==> config.mk <==
export PLATFORM = sky130hd
export DESIGN_NAME = radix4_online_ctrl
export DESIGN_NICKNAME = d
export VERILOG_FILES = /design/src/rtl/radix4_online_ctrl.sv
export SDC_FILE = /design/constraint.sdc
export NUM_CORES = 1
export LEC_CHECK = 0
export CAP_MARGIN = 5
export CORE_AREA = 2 2 39 41
export CTS_BUF_LIST = sky130_fd_sc_hd__clkbuf_8
export DETAILED_ROUTE_END_ITERATION = 10
export DIE_AREA = 0 0 41 43
export PLACE_DENSITY = 0.67
export SYNTH_ARGS = -nofsm -noshare
export SYNTH_HDL_FRONTEND = slang
export SYNTH_SLANG_ARGS = --single-unit
export TNS_END_PERCENT = 10
==> constraint.sdc <==
create_clock -name clk -period 3.25 [get_ports clk]
set_input_delay 0.8125 -clock clk [delete_from_list [all_inputs] [get_ports clk]]
set_output_delay 0.8125 -clock clk [all_outputs]
set_load 0.03 [all_outputs]
==> src/rtl/radix4_online_ctrl.sv <==
// Sequencer for one radix-4 online (MSD-first) operation: INIT for delta
// iterations, RUN digit-in/digit-out, FLUSH with zero operands, then DONE.
module radix4_online_ctrl #(
  parameter int no_of_digits = 4,
  parameter int radix_bits   = 3,
  parameter int delta        = 2,
  localparam int CW          = $clog2(no_of_digits + delta + 1)
) (
  input  logic          clk,
  input  logic          reset,
  input  logic          start,
  input  logic          in_valid,
  output logic          in_ready,
  output logic          out_valid,
  input  logic          out_ready,
  output logic          digit_load,
  output logic          zero_in,
  output logic          res_en,
  output logic          clr_w,
  output logic          sel_reset,
  output logic [CW-1:0] iter_idx,
  output logic          last_digit,
  output logic          busy,
  output logic          done
);

  if (no_of_digits <= delta || radix_bits < 2) begin : g_bad_params
    $error("radix4_online_ctrl: need no_of_digits > delta and radix_bits >= 2");
  end

  localparam logic [CW-1:0] InitLast  = CW'(delta - 1);
  localparam logic [CW-1:0] RunLast   = CW'(no_of_digits - 1);
  localparam logic [CW-1:0] FlushLast = CW'(no_of_digits + delta - 1);

  typedef enum logic [2:0] {
    S_IDLE  = 3'd0,
    S_INIT  = 3'd1,
    S_RUN   = 3'd2,
    S_FLUSH = 3'd3,
    S_DONE  = 3'd4
  } state_t;

  state_t        state_q, state_d;
  logic [CW-1:0] iter_q, iter_d;
  logic          step;

  always_comb begin
    state_d    = state_q;
    iter_d     = iter_q;
    step       = 1'b0;
    in_ready   = 1'b0;
    out_valid  = 1'b0;
    zero_in    = 1'b0;
    clr_w      = 1'b0;
    sel_reset  = 1'b1;
    last_digit = 1'b0;
    case (state_q)
      S_IDLE: begin
        if (start) begin
          clr_w   = 1'b1;
          state_d = S_INIT;
          iter_d  = '0;
        end
      end
      S_INIT: begin
        in_ready = 1'b1;
        step     = in_valid;
        if (step) begin
          iter_d = iter_q + CW'(1);
          if (iter_q == InitLast) state_d = S_RUN;
        end
      end
      S_RUN: begin
        // Both streams advance together so no digit is dropped or repeated.
        sel_reset = 1'b0;
        out_valid = in_valid;
        in_ready  = out_ready;
        step      = in_valid & out_ready;
        if (step) begin
          iter_d = iter_q + CW'(1);
          if (iter_q == RunLast) state_d = S_FLUSH;
        end
      end
      S_FLUSH: begin
        sel_reset  = 1'b0;
        zero_in    = 1'b1;
        out_valid  = 1'b1;
        step       = out_ready;
        last_digit = (iter_q == FlushLast);
        if (step) begin
          if (last_digit) begin
            state_d = S_DONE;
            iter_d  = '0;
          end else begin
            iter_d = iter_q + CW'(1);
          end
        end
      end
      S_DONE: begin
        state_d = S_IDLE;
        iter_d  = '0;
      end
      default: begin
        state_d = S_IDLE;
        iter_d  = '0;
      end
    endcase
  end

  always_ff @(posedge clk) begin
    if (reset) begin
      state_q <= S_IDLE;
      iter_q  <= '0;
    end else begin
      state_q <= state_d;
      iter_q  <= iter_d;
    end
  end

  assign res_en     = step;
  assign digit_load = in_valid & in_ready;
  assign iter_idx   = iter_q;
  assign busy       = (state_q != S_IDLE);
  assign done       = (state_q == S_DONE);

endmodule

=== After elaboration in Yosys (flattened, before gate mapping) ===
Cells that the tools add are included.

* Register bits after elaboration: 6
* Logic and storage cells: 46
* Input port bits: 5

* Reduce and logical (&&, ||, !) cells: 5
* Bitwise operators: 2
* Eq/ne operators: 14
* $add $sub $neg: 1
* Muxes and demuxes: 22

{| class="wikitable"
|+ Operators with widths
! cell !! count
|-
| 2-to-1 mux 3 bit || 12
|-
| one-hot mux 3 bit (4 select lines) || 2
|-
| inequality test 2 bit, second input constant || 7
|-
| == test 3 x 2 -> 1 bit, second input constant || 3
|-
| AND reduction 7 bit || 1
|-
| == test 3 x 1 -> 1 bit, second input constant || 2
|-
| == test 3 bit, second input constant || 2
|-
| 2-to-1 mux 1 bit || 5
|-
| one-hot mux 1 bit (2 select lines) || 2
|-
| AND reduction 4 bit || 1
|-
| adder 3 x 1 -> 3 bit, second input constant || 1
|-
| zero test 3 bit || 1
|-
| one-hot mux 1 bit (3 select lines) || 1
|-
| nonzero test 3 bit || 1
|-
| bitwise AND 1 bit || 2
|-
| OR reduction 2 bit || 1
|}

=== Logic depth before layout (Yosys ltp) ===
* Word-level depth: 4
* Depth in mapped cells: 6
* Depth with buffers taken out: 6

=== Worst setup path before layout ===
Ideal clock, no wire load.

* Kind: input port to output port
* Start: in out_ready
* End: out digit_load
* Stages: 3
* Required time: 2,438 ps
* Buffers on the path: 0
* Arrival time: 1,784 ps
* Setup slack: 654 ps
* Path through: nand3b_1 -> a21oi_1 -> and2_1

* Longest elaborated chain between the ends: 2

{| class="wikitable"
|+ RTL lines
! what !! RTL line !! text
|-
| start, declared || 15 || <nowiki>input logic out_ready,</nowiki>
|-
| one-hot mux 1 bit (2 select lines) || 57 || <nowiki>case (state_q)</nowiki>
|-
| named net in_ready || 13 || <nowiki>output logic in_ready,</nowiki>
|-
| bitwise AND 1 bit || 121 || <nowiki>assign digit_load = in_valid & in_ready;</nowiki>
|-
| end, declared || 16 || <nowiki>output logic digit_load,</nowiki>
|}

The timed path passes the listed nets, and every way through them passes these cells.

=== Worst setup path in the final report ===
* Start: in in_valid
* End: out res_en

* Longest elaborated chain between the ends: 2

{| class="wikitable"
|+ RTL lines
! what !! RTL line !! text
|-
| start, declared || 12 || <nowiki>input logic in_valid,</nowiki>
|-
| bitwise AND 1 bit || 78 || <nowiki>step = in_valid & out_ready;</nowiki>
|-
| one-hot mux 1 bit (3 select lines) * || 57 ||
|-
| end, declared || 18 || <nowiki>output logic res_en,</nowiki>
|}

Every way passes the cells marked *; elsewhere a longest branch is shown, timed or not.

==> qor.yml <==
cells_and_area:
  n_antenna_cell: 0
  final_layout_size_suffix_gt1_share_pct: 10.13
  layout.nets: 89
  syn2layout_area_growth_pct: 47.21
grt:
  grt_pass1_wl_um: 1600
  overflow: 0
  grt_pass1_vias: 394
  grt_max_degree: 20
  grt_usage_pct: 13.15
  antenna_found_initial: 0
clocking:
  cts_resized: 0
  clk_latency_ps: 220
  post_cts_buffers: 0
  numCtsBuffers: 3
  clk_path_buf_depth: 2
  cts_sinks: 6
  htreeDepth: 1
  cts-root-buf: "clkbuf_8"
  clk_pin_slew_ps: 40
  cts_tree: "built"
  ctsHoldBuffers: 0
run:
  maxCapViolations: 0
route:
  drt_iter0_drc: 6
  top_layer_used: "met4"
  postRouteAntennaNets: 0
  dr_wl_met2_um: 438
  wl_per_cell_um: 10.83
  drt-met1-wl_um: 489
  wl_um: 1029
  via_per_inst: 5.053
  drc: 0
  dr.pass1.iters: 4
  vias: 480
  dr_wl_met3_um: 83
floorplanning:
  fp-row-count: 14
  die_x_um: 41
  start_util_pct: 34.09
  ios: 18
  fp.coreArea_mm2: 0.001384
  die_h_um: 43
  dieArea_mm2: 0.001763
yosys:
  synth_cell_types: 27
  ys_seq_area_share_pct: 25.46
  synth_area_leader_cell: "dfxtp_1"
  synth_ff_type: "dfxtp_1"
  yosysMostFrequentCell: "nor2_1"
  yosysTopAreaCellShare_pct: 25.46
  synthTopCellsByCount: "nor2_1, dfxtp_1, inv_1"
  synth_seq_cells: 6
  syn_area_per_cell_um2: 7.733
  synth_edf_count: 0
  synth_fp_nets: 69
  yosysWarnings: 0
  synthCells: 61
  synth_async_sr_flop_share_pct: 0
  synth_area_leaders: "dfxtp_1, nor2_1, ha_1, o211ai_2, mux2_1"
  synth_area_um2: 471.7
pwr:
  p_leak_nw: 0.3004
  clkPwrFrac_pct: 28.0
  powerDensity_mw_per_mm2: 568.0
  combPwrFrac_pct: 43.4
  p_seq_share_pct: 28.6
  intPower_mw: 0.2414
  power.share.switching_pct: 38.79
  power_mw: 0.3944
  ir_drop_v: 0.0004093
  power.switching_mw: 0.1530
setup_path:
  max_stage_delay_ps: 680
  cp.required_ps: 2440
  crit_top_cell: "clkdlybuf4s50_1"
  path_cells: "clkdlybuf4s50_1, o211ai_2, a21oi_1, clkdlybuf4s50_1"
  crit_fanout: 4
  crit_type: "in -> out"
  cp-end-kind: "output port"
  startpoint_type: "input pin"
  crit_arrival_ps: 2330
  cp_slowest_cell: "clkdlybuf4s50_1"
place:
  place_congestion: 0.7703
  port_buffers: 17
  dp_hpwl_um: 748.9
sta:
  maxSlewViolCount: 0
  max_clock_freq_ghz: 0.3179
  tns_ps: 0
  skew_ps: 2.700
  worst_slew_margin_rel_pct: 59.96
  tightest_slew_ps: 599.7
  setup_viol: 0
  period_share_pct: 96.80
  period_needed_ps: 3146
  rsz0062_at_grt: "false"
  hold_violations: 0
outcome:
  outcome: "finished, final reports clean"
min_path:
  hold_class: "reg -> reg"
-- per-layer routing --
layer	up-vias	track usage, %
met3	2	3.141
li1	251	-
met5	-	0
met2	19	19.06
met1	208	16.72
met4	0	8.000
-- power by group through the flow --
stage / Clock, mW / Combinational, mW / Sequential [mW]
3_5_place_dp: 0 / 0.173 / 0.114
4_1_cts: 0.113 / 0.173 / 0.113
6_report: 0.110 / 0.171 / 0.113
2_1_floorplan: 0 / 0.140 / 0.0951
3_3_place_gp: 0 / 0.172 / 0.114
5_1_grt: 0.121 / 0.186 / 0.116
-- layout make-up --
| class | count | area (um^2) |
|---|---|---|
| repair buffers | 18 | 182.7 |
| well taps | 16 | 20.02 |
| clock buffers | 3 | 41.29 |
| fillers | 144 | 689.4 |
| flip-flops and latches | 6 | 120.1 |
| multi-input cells | 47 | 311.5 |
| inverters | 5 | 18.77 |
-- final timing paths --
check / from / end / slack (ps) / depth (start not counted)
setup / recovery: in_valid / res_en / 100 / 4
hold / removal: iter_idx[0] / iter_idx[0] / 590 / 1
setup reg to reg: state_q[0] / iter_idx[1] / 1620 / 3
hold reg to reg: iter_idx[0] / iter_idx[0] / 590 / 1
-- registers in the layout, summed over array words and instances (netlist names) --
register  flops
iter_idx      3
state_q       3
-- stage by stage --
step / std cells / utilization (%) / worst slack, ps / hold slack, ps / area (um^2)
2_1_floorplan: 61 / - / 653.8 / 518.6 / 471.7
3_3_place_gp: 92 / 46.84 / 84.67 / 564.9 / 648.1
3_5_place_dp: 92 / 46.84 / 45.13 / 567.3 / 648.1
4_1_cts: 95 / 49.82 / 40.45 / 587.8 / 689.4
5_1_grt: 95 / 50.18 / 31.22 / 608.3 / 694.4
6_report: 95 / 50.18 / 104.1 / 585.5 / 694.4
-- cell usage in the layout, fill, tap and decap left out, drive strengths merged, types with 2 or more instances in the layout --
master / count
clkdlybuf4s50: 15
ha: 3
or3: 2
nand3b: 2
a21oi: 4
nand3: 2
nand2: 3
mux2: 2
o21ai: 3
nor2: 11
dfxtp: 6
mux2i: 2
nand2b: 2
nor4: 2
dlymetal6s2s: 2
clkbuf: 3
o211ai: 3
inv: 5
-- cells by family after synthesis --
group / share of synthesized area [%]
AND/OR/NAND/NOR: 30.77
multiplexers: 9.813
AO/OA/AOI/OAI: 17.51
adder cells (fa/ha/maj): 7.958
buffers and inverters: 8.488
flip-flops: 25.47
-- worst max-delay path: cells and delay by family --
| family | cells | cell delay, ps |
|---|---|---|
| compound gates | 2 | 280 |
| buf+inv | 2 | 1230 |
No activity file was read; power rests on OpenSTA's default activity.
